`config.mk`:
```
export PLATFORM = sky130hd
export DESIGN_NAME = seg_display_scan_n
export DESIGN_NICKNAME = d
export VERILOG_FILES = /design/src/rtl/seg_pkg.sv /design/src/rtl/seg7_hex_dec.sv /design/src/rtl/seg_display_scan_n.sv
export SDC_FILE = /design/constraint.sdc
export NUM_CORES = 1
export LEC_CHECK = 0
export ABC_AREA = 0
export CAP_MARGIN = 20
export CORE_ASPECT_RATIO = 0.75
export CORE_MARGIN = 1.5
export CORE_UTILIZATION = 28
export CTS_CLUSTER_SIZE = 14
export DETAILED_ROUTE_END_ITERATION = 8
export PLACE_DENSITY = 0.47
export SLEW_MARGIN = 20
export SYNTH_ARGS = -nofsm -noshare
export SYNTH_HDL_FRONTEND = slang
export SYNTH_SLANG_ARGS = --single-unit
```
`constraint.sdc`:
```
create_clock -name ck -period 2.71 [get_ports ck]
set_input_delay 0.542 -clock ck [delete_from_list [all_inputs] [get_ports ck]]
set_output_delay 0.542 -clock ck [all_outputs]
set_load 0.005 [all_outputs]
```
`src/rtl/seg_pkg.sv`:
```
// Shared constants for the multiplexed 7-segment display driver.
// Cathode patterns are active low, ordered {ca,cb,cc,cd,ce,cf,cg}.
package seg_pkg;

    // All segments off
    localparam logic [6:0] SEG_BLANK = 7'h7F;

    // Level of an inactive (dark) anode line
    localparam logic AN_OFF = 1'b1;

    // Hex digit to cathode pattern, index 0..F
    localparam logic [6:0] SEG_HEX [16] = '{
        7'h01, 7'h4F, 7'h12, 7'h06,
        7'h4C, 7'h24, 7'h20, 7'h0F,
        7'h00, 7'h04, 7'h08, 7'h60,
        7'h31, 7'h42, 7'h30, 7'h38
    };

endpackage

```
`src/rtl/seg7_hex_dec.sv`:
```
// Combinational hex digit to active-low 7-segment cathode decoder.
module seg7_hex_dec
    import seg_pkg::*;
(
    input  logic [3:0] hex_i,
    output logic [6:0] seg_o
);

    assign seg_o = SEG_HEX[hex_i];

endmodule

```
`src/rtl/seg_display_scan_n.sv`:
```
// Multiplexed N-digit 7-segment scanner with per-digit enable, PWM brightness
// and frame-synchronous (tear-free) data update through a pending shadow.
// Optional feature: define SEG_LZ_BLANK_EN for leading-zero blanking.
module seg_display_scan_n
    import seg_pkg::*;
#(
    parameter int unsigned N_DIGITS    = 8,
    parameter int unsigned REFRESH_DIV = 100000,
    parameter int unsigned BRIGHT_W    = 4
) (
    input  logic                    ck,
    input  logic                    rst_n,
    input  logic [4*N_DIGITS-1:0]   digits,
    input  logic [N_DIGITS-1:0]     dp,
    input  logic [N_DIGITS-1:0]     digit_en,
    input  logic                    load,
    input  logic [BRIGHT_W-1:0]     brightness,
    output logic                    busy,
    output logic                    frame_done,
    output logic [N_DIGITS-1:0]     an,
    output logic [6:0]              c,
    output logic                    dp_n
);

    localparam int unsigned PRE_W = $clog2(REFRESH_DIV);
    localparam int unsigned SEL_W = $clog2(N_DIGITS);

    logic [PRE_W-1:0]        prescaler_q, prescaler_d;
    logic [SEL_W-1:0]        sel_q, sel_d;
    logic [BRIGHT_W-1:0]     pwm_q, pwm_d;
    logic                    tick, last_sel, boundary;

    logic [4*N_DIGITS-1:0]   pend_digits_q, pend_digits_d;
    logic [N_DIGITS-1:0]     pend_dp_q, pend_dp_d;
    logic [N_DIGITS-1:0]     pend_en_q, pend_en_d;
    logic [4*N_DIGITS-1:0]   act_digits_q, act_digits_d;
    logic [N_DIGITS-1:0]     act_dp_q, act_dp_d;
    logic [N_DIGITS-1:0]     act_en_q, act_en_d;
    logic                    busy_q, busy_d;
    logic                    frame_done_q;

    logic [N_DIGITS-1:0]     eff_en;
    logic [3:0]              cur_digit;
    logic                    cur_dp, cur_en, lit;
    logic [6:0]              cur_seg;
    logic [N_DIGITS-1:0]     an_q, an_d;
    logic [6:0]              c_q, c_d;
    logic                    dp_n_q, dp_n_d;

    // Slot timing: prescaler tick advances the digit select; the last slot's tick ends a frame
    always_comb begin
        tick        = (prescaler_q == PRE_W'(REFRESH_DIV - 1));
        last_sel    = (sel_q == SEL_W'(N_DIGITS - 1));
        boundary    = tick & last_sel;
        prescaler_d = tick ? '0 : prescaler_q + PRE_W'(1);
        sel_d       = sel_q;
        if (tick) begin
            sel_d = last_sel ? '0 : sel_q + SEL_W'(1);
        end
        pwm_d = pwm_q + BRIGHT_W'(1);
    end

    // Shadow/active update: a load on the boundary bypasses the shadow entirely
    always_comb begin
        pend_digits_d = pend_digits_q;
        pend_dp_d     = pend_dp_q;
        pend_en_d     = pend_en_q;
        act_digits_d  = act_digits_q;
        act_dp_d      = act_dp_q;
        act_en_d      = act_en_q;
        busy_d        = busy_q;
        if (load && boundary) begin
            act_digits_d = digits;
            act_dp_d     = dp;
            act_en_d     = digit_en;
            busy_d       = 1'b0;
        end else if (load) begin
            pend_digits_d = digits;
            pend_dp_d     = dp;
            pend_en_d     = digit_en;
            busy_d        = 1'b1;
        end else if (boundary && busy_q) begin
            act_digits_d = pend_digits_q;
            act_dp_d     = pend_dp_q;
            act_en_d     = pend_en_q;
            busy_d       = 1'b0;
        end
    end

`ifdef SEG_LZ_BLANK_EN
    logic [N_DIGITS-1:0] lz_mask_q, lz_mask_d;

    // Dark digits from the top down while they hold 0 with no dp; digit 0 always shown
    function automatic logic [N_DIGITS-1:0] lz_mask_f(input logic [4*N_DIGITS-1:0] d,
                                                      input logic [N_DIGITS-1:0]   p);
        logic [N_DIGITS-1:0] mask;
        logic                run;
        mask = '0;
        run  = 1'b1;
        for (int i = N_DIGITS - 1; i >= 1; i--) begin
            if (run && (d[4*i +: 4] == 4'h0) && !p[i]) begin
                mask[i] = 1'b1;
            end else begin
                run = 1'b0;
            end
        end
        return mask;
    endfunction

    // Mask tracks the next active data so it switches in the same cycle as the data
    always_comb begin
        lz_mask_d = lz_mask_f(act_digits_d, act_dp_d);
    end

    // Leading-zero mask register
    always_ff @(posedge ck or negedge rst_n) begin
        if (!rst_n) begin
            lz_mask_q <= '0;
        end else begin
            lz_mask_q <= lz_mask_d;
        end
    end

    assign eff_en = act_en_q & ~lz_mask_q;
`else
    assign eff_en = act_en_q;
`endif

    // Select the active digit under scan
    always_comb begin
        cur_digit = 4'h0;
        cur_dp    = 1'b0;
        cur_en    = 1'b0;
        for (int i = 0; i < N_DIGITS; i++) begin
            if (sel_q == SEL_W'(i)) begin
                cur_digit = act_digits_q[4*i +: 4];
                cur_dp    = act_dp_q[i];
                cur_en    = eff_en[i];
            end
        end
        lit = (brightness == '1) | (pwm_q < brightness);
    end

    seg7_hex_dec u_hex_dec (
        .hex_i (cur_digit),
        .seg_o (cur_seg)
    );

    // Pin-level next values: blank unless the selected digit is enabled and in its PWM on-phase
    always_comb begin
        an_d   = {N_DIGITS{AN_OFF}};
        c_d    = SEG_BLANK;
        dp_n_d = 1'b1;
        if (lit && cur_en) begin
            for (int i = 0; i < N_DIGITS; i++) begin
                if (sel_q == SEL_W'(i)) begin
                    an_d[i] = ~AN_OFF;
                end
            end
            c_d    = cur_seg;
            dp_n_d = ~cur_dp;
        end
    end

    // State and output registers
    always_ff @(posedge ck or negedge rst_n) begin
        if (!rst_n) begin
            prescaler_q   <= '0;
            sel_q         <= '0;
            pwm_q         <= '0;
            pend_digits_q <= '0;
            pend_dp_q     <= '0;
            pend_en_q     <= '0;
            act_digits_q  <= '0;
            act_dp_q      <= '0;
            act_en_q      <= '0;
            busy_q        <= 1'b0;
            frame_done_q  <= 1'b0;
            an_q          <= {N_DIGITS{AN_OFF}};
            c_q           <= SEG_BLANK;
            dp_n_q        <= 1'b1;
        end else begin
            prescaler_q   <= prescaler_d;
            sel_q         <= sel_d;
            pwm_q         <= pwm_d;
            pend_digits_q <= pend_digits_d;
            pend_dp_q     <= pend_dp_d;
            pend_en_q     <= pend_en_d;
            act_digits_q  <= act_digits_d;
            act_dp_q      <= act_dp_d;
            act_en_q      <= act_en_d;
            busy_q        <= busy_d;
            frame_done_q  <= boundary;
            an_q          <= an_d;
            c_q           <= c_d;
            dp_n_q        <= dp_n_d;
        end
    end

    assign busy       = busy_q;
    assign frame_done = frame_done_q;
    assign an         = an_q;
    assign c          = c_q;
    assign dp_n       = dp_n_q;

endmodule

```
==> reports/results.txt <==
fin crit share = 0.942
dpl cell area = 7820 µm²
Yosys warning total = 0
DR pass1 iterations = 5
Reg clk slew, reported paths = 0.06 ns
post-DR vias/cell = 4.88
largest cells by area after synthesis = dfrtp_1 45%, dfstp_2 6.3%, o22ai_1 4.8%
DRC viols = 0
Synth area leader = dfrtp_1
core area = 23200 µm²
outcome = completed
Avg Cell Area, Syn = 11.2 µm²
Post-synth top flop = dfrtp_1
pwr/cell area = 583 nW/µm²
stages on the worst setup path = 11
critical path class = flip-flop to flip-flop
CP max FO = 7
hold buffers post-CTS = 0
dpl cells = 965
maximum clock rate = 392 MHz
Critical Path RT = 3.04 ns
Seq/Total Area, Yosys = 0.518
post-synthesis async set-or-reset flop share = 1.00
fill cell count = 2272
leakage = 0.00362 µW
# H-tree levels = 4
design area = 8530 µm²
area taken by multi-input logic gates = 2940 µm²
worst r2r src = sel_q[0]
syn_nets = 671
HPWL after DPL = 11900 µm
Final Skew = 0.00756 ns
worst reg-to-reg path cell count = 11
Max Cap Viol = 0
CP Cell Sequence = ha_1, ha_4, buf_4, nor2b_1, a2111oi_2, buf_4, a221oi_4, ha_1, mux2i_1, and3_1, a31oi_1
Clock Path Buffers = 2
Placement Rows = 48
Final GP Congestion = 0.828
via count = 4869
vias in the first global route = 4953
root buffer cell = clkbuf_16
layout cells sized above 1 = 0.222
largest net degree at the start of global routing = 75
worst rel slew slack = 0.661
I/O Buffers = 72
Worst Tran Pin Value = 0.509 ns
hold crit path type = input port to asynchronous set/reset pin
Seq cells post-synth = 138
Worst EP arrival = 2.88 ns
die area = 24900 µm²
FF/Latch Area = 3470 µm²
Slowest cell on crit path = dfrtp_1
final worst path period need = 2.55 ns
Netlist cell types = 64
final total power = 4970 µW
delay-heaviest family, CP = adder cells
Clk Latency, worst-skew pair = 0.42 ns
routed len/inst = 16.8 µm
number of synthesized flops with an enable pin = 0
CP endpoint kind = flip-flop
top-area cell type share of the netlist area = 0.455
Total GRT Usage = 0.142
crit start category = flip-flop
Max VDD drop = 0.295 mV
TritonCTS buffer count = 17
Area growth, synth to finish = 27.1%
crit path from = sel_q[0]
CP max stage delay = 0.41 ns
fin. max-slew vios = 0
Hold Violations, Final = 0
number of diodes = 0
width of the die = 182 µm
WHS = 0.0372 ns
Die H = 137 µm
Initial Utilization = 0.289
grt ovf = 0
io pins = 73
post-layout net count = 757
buffers and inverters on the worst path = 2
DRT Wirelength = 16800 µm
global-route wire length before repair = 27400 µm
antenna-violating nets left = 0
CTS tree = done
final setup violation count = 0
Finished Layout Cells = 998
initial antenna violation count = 0
Netlist Area Pre-Place = 6710 µm²
initial drt markers = 335
Sink Count = 138
cells after synthesis = 599
[repair_timing]
item / CTS / global route
gates resized for setup: 4 / 11
setup buffers: 0 / 1
setup endpoints to repair: 4 / 7
pin swaps: 0 / 1
[layer usage]
layer  track usage  vias to the layer above  wire (µm)
met5             0                        -          0
li1              -                     2331          -
met3        0.0327                       18        762
met1         0.209                     2409       8700
met4        0.0440                        0        203
met2         0.206                      111       7100
[where the power goes]
part           switching (µW)  internal (µW)  leakage [µW]
sequential               36.2           2130       0.00174
clock                     889           1580      0.000302
combinational             145            185       0.00158
[kinds of logic after synthesis]
kind of cell | synth area share
AO/OA/AOI/OAI | 0.158
buffers and inverters | 0.0548
flip-flops | 0.518
XOR/XNOR | 0.0209
multiplexers | 0.101
AND/OR/NAND/NOR | 0.116
adder cells (fa/ha/maj) | 0.0317
[cell type report]
type / count / share of cell area
clock buffers: 20 / 0.0535
inverters: 22 / 0.00968
well taps: 300 / 0.0440
multi-input cells: 400 / 0.345
flip-flops and latches: 138 / 0.407
repair buffers: 106 / 0.120
clock inverters: 12 / 0.0201
[placed cells by master, fill, tap and decap left out, types with 5 or more instances in the layout]
cell type and instances:
mux2_2 28, nand2_1 63, inv_1 21, clkbuf_16 17, a221oi_1 5, nor2b_1 8, xnor2_1 7, nand4_1 6
xor2_1 9, mux2i_1 5, buf_4 30, ha_1 14, dfstp_2 16, o22ai_1 51, nand3_1 14, a21oi_1 17
mux2_4 21, clkdlybuf4s50_1 71, o21ai_1 41, dfrtp_1 122, o21ai_0 17, nor2_1 24
[synthesized netlist by cell type (3+ instances only)]
library cell / count
mux2_4: 21
a221oi_1: 7
mux2_2: 28
xor2_1: 9
o22ai_1: 52
a31oi_1: 3
nand2_1: 63
nand3_1: 14
nand4_1: 6
and3_1: 4
o21ai_1: 40
nor2b_1: 8
a21oi_1: 18
buf_4: 3
dfrtp_1: 122
nor3_1: 5
nor2_1: 24
nand3b_1: 4
buf_2: 7
o221ai_1: 3
clkbuf_1: 14
dfstp_2: 16
or3_1: 3
nand2b_1: 3
xnor2_1: 7
inv_1: 22
ha_1: 17
mux2i_1: 5
buf_6: 10
o21ai_0: 18
[registers in the layout (all words and copies together), names as in the netlist, 3 cells and up]
signal         cells
act_digits_q      32
pend_digits_q     32
prescaler_q       17
act_dp_q           8
act_en_q           8
an                 8
pend_dp_q          8
pend_en_q          8
c                  7
pwm_q              4
sel_q              3
[path summary, 6_finish.rpt]
check	end	slack (ns)
worst max-delay path	c[3]	0.16
worst min-delay path	act_en_q[7]	0.04
worst max register to register	c[3]	0.16
worst min register to register	pwm_q[0]	0.48
max in group asynchronous	act_digits_q[21]	1.97
min in group ck	pwm_q[0]	0.48
[metrics by stage]
step           worst slack (ns)  utilization  setup TNS [ns]
3_3_place_gp             0.0466        0.337               0
4_1_cts                  0.0158        0.364               0
5_1_grt                -0.00911        0.367         -0.0145
6_report                  0.158        0.367               0
2_1_floorplan             0.125            -               0
3_5_place_dp             -0.150        0.337          -0.278
No activity file was read; power rests on OpenSTA's default activity.
==> variant: new RTL, same flow settings <==
The parameter `N_DIGITS` goes from 8 to 4.
--- a/src/rtl/seg_display_scan_n.sv
+++ b/src/rtl/seg_display_scan_n.sv
@@ -4,7 +4,7 @@
 module seg_display_scan_n
     import seg_pkg::*;
 #(
-    parameter int unsigned N_DIGITS    = 8,
+    parameter int unsigned N_DIGITS    = 4,
     parameter int unsigned REFRESH_DIV = 100000,
     parameter int unsigned BRIGHT_W    = 4
 ) (
Interface: changed (resized an, digit_en, digits and dp); port bits go from 73 to 45. The function was not compared with the original's and may differ.
==> variant against the original RTL <==
Power down 39%; worst setup slack better by 0.19 ns; non-clock buffer count down 47; clock power down 45%; routed wire length down 44%; sequential cell count down 53; die area down 37%; cell area down 39%; area after synthesis down 38%; critical path type unchanged.
==> variant: results (changes against the original RTL) <==
* First-pass GRT wire length at 15,200 um (-45%)
* Ys Warns at 0 (unchanged)
* Max Buffers Root-to-Sink at 2 (unchanged)
* Peak supply drop at 0.3167 mV (+7.4%)
* Worst-path fanout max at 8 (+1)
* Syn Nets at 390 (-42%)
* Commonest cells post-synth: 73 x dfrtp_1, 24 x nand2_1, 22 x a22oi_1, 20 x mux2_4, 20 x o2bb2ai_1
* Detailed placement HPWL at 6567 um (-45%)
* Placer Congestion at 0.8101 (-2.1%)
* Layout Skew at 0.008611 ns (+0.001054 ns)
* Logic gate share of total power at 9.2% (+2.6 points)
* Filler instances at 1,447 (-36%)
* Avg WL per Cell at 15.51 um (-7.7%)
* Seq/Total Area, Yosys at 51.20% (-0.56 points)
* Cts repair resizes at 0 (-4)
* Outcome: finished, final reports clean
* Root buf cell: clkbuf_16
* Worst skew pair latency at 0.34 ns (-0.08 ns)
* Critical register-to-register path startpoint: sel_q[1]
* Setup bufs post-CTS at 0 (unchanged)
* Post-synthesis cell type count at 58 (-9.4%)
* Lkg Pwr at 2.192 nW (-40%)
* CTS Buf Count at 9 (-8)
* Worst R2R Setup Slack at 0.35 ns (+0.19 ns)
* Post-route cell area at 5186 um2 (-39%)
* Number of port buffers at 44 (-39%)
* DP Area at 4853 um2 (-38%)
* Net switching power at 0.6823 mW (-36%)
* Via count at 2,837 (-42%)
* H-tree level count at 3 (-1)
* Tot GR Track Use at 12.82% (-1.4 points)
* Initial antenna violation count at 0 (unchanged)
* Pin count of the biggest net entering global routing at 45 (-40%)
* Share of cells above drive strength 1 at 19.50% (-2.7 points)
* Final setup vio count at 0 (unchanged)
* Vias in the first global route at 2,725 (-45%)
* Area contributors post-synth: dfrtp_1 44%, dfstp_2 7.5%, mux2_4 7.2%
* Worst min path class: in2async
* # nets final at 441 (-42%)
* DR iter-0 viols at 146 (-56%)
* Worst-Margin Slew at 0.7401 ns (+0.2315 ns)
* Detailed Routing Iterations Pass 1 at 4 (-1)
* Top flop regs: prescaler_q: 17 flops, act_digits_q: 16 flops, pend_digits_q: 16 flops
* Worst Path Arrival at 2.59 ns (-0.29 ns)
## variant: cell types whose count changed after synthesis, sizes merged, moves of 5 or more
cell and change:
o21ai -52, o2bb2ai +20, nor2 -9, nand2 -38, dfrtp -49, a221oi -8, mux2 -25, o22ai -51
a21oi -9, inv -9, buf -12, clkbuf -8, a22oi +21, nand4 -5
## variant: worst max-delay path: stages, from the launching register on
cell      delay [ns]
dfrtp_1         0.37
inv_1           0.09
ha_1            0.30
nor2b_1         0.27
a22oi_1         0.13
a21oi_1         0.23
inv_1           0.14
ha_1            0.30
nor2_1          0.04
a211o_1         0.27
o311ai_1        0.10
## variant: final timing paths
check                                       to  cells after the start
worst max-delay path                      c[5]                     10
worst min-delay path               act_en_q[3]                      1
worst max register to register            c[5]                     10
worst min register to register  prescaler_q[0]                      1
max in group asynchronous                 c[1]                      2
min in group ck                 prescaler_q[0]                      1
## variant: kinds of logic (layout without fill, tap and decap cells)
logic type	after synthesis	in the layout	synth area share (%)
simple gates	86	86	11.63
flops	85	85	51.20
compound gates	84	84	16.00
buf+inv	32	88	4.605
mux	26	26	8.732
xor+xnor	16	16	3.349
fa+ha+maj	15	15	4.486
## variant: power by group through the flow
stage | registers (mW) | clock network [mW] | logic (mW)
CTS | 1.36 | 1.41 | 0.281
global placement | 1.39 | 0 | 0.278
detailed placement | 1.39 | 0 | 0.280
floorplan | 1.38 | 0 | 0.153
global route | 1.37 | 1.46 | 0.307
finish | 1.36 | 1.37 | 0.276
## variant: cell type report
type	count	area share, %
multi-input cells	227	35.66
flip-flops and latches	85	41.30
clock inverters	6	1.809
well taps	200	4.825
inverters	13	0.9409
repair buffers	59	10.86
clock buffers	10	4.608
## variant: through the flow
step           std cells  hold WS (ns)  setup slack, ns
5_1_grt              600        0.2598           0.1497
6_report             600        0.2172           0.3468
2_1_floorplan        344        0.2464           0.5148
3_5_place_dp         584        0.4722          0.04736
3_3_place_gp         584        0.4629           0.1488
4_1_cts              600        0.2323           0.3334
## variant: metal layers
layer	vias up	track usage, %	wire [um]
li1	1367	-	-
met1	1406	20.51	5157
met2	52	16.27	3615
met3	12	3.426	418
met4	0	3.680	116
met5	-	0	0
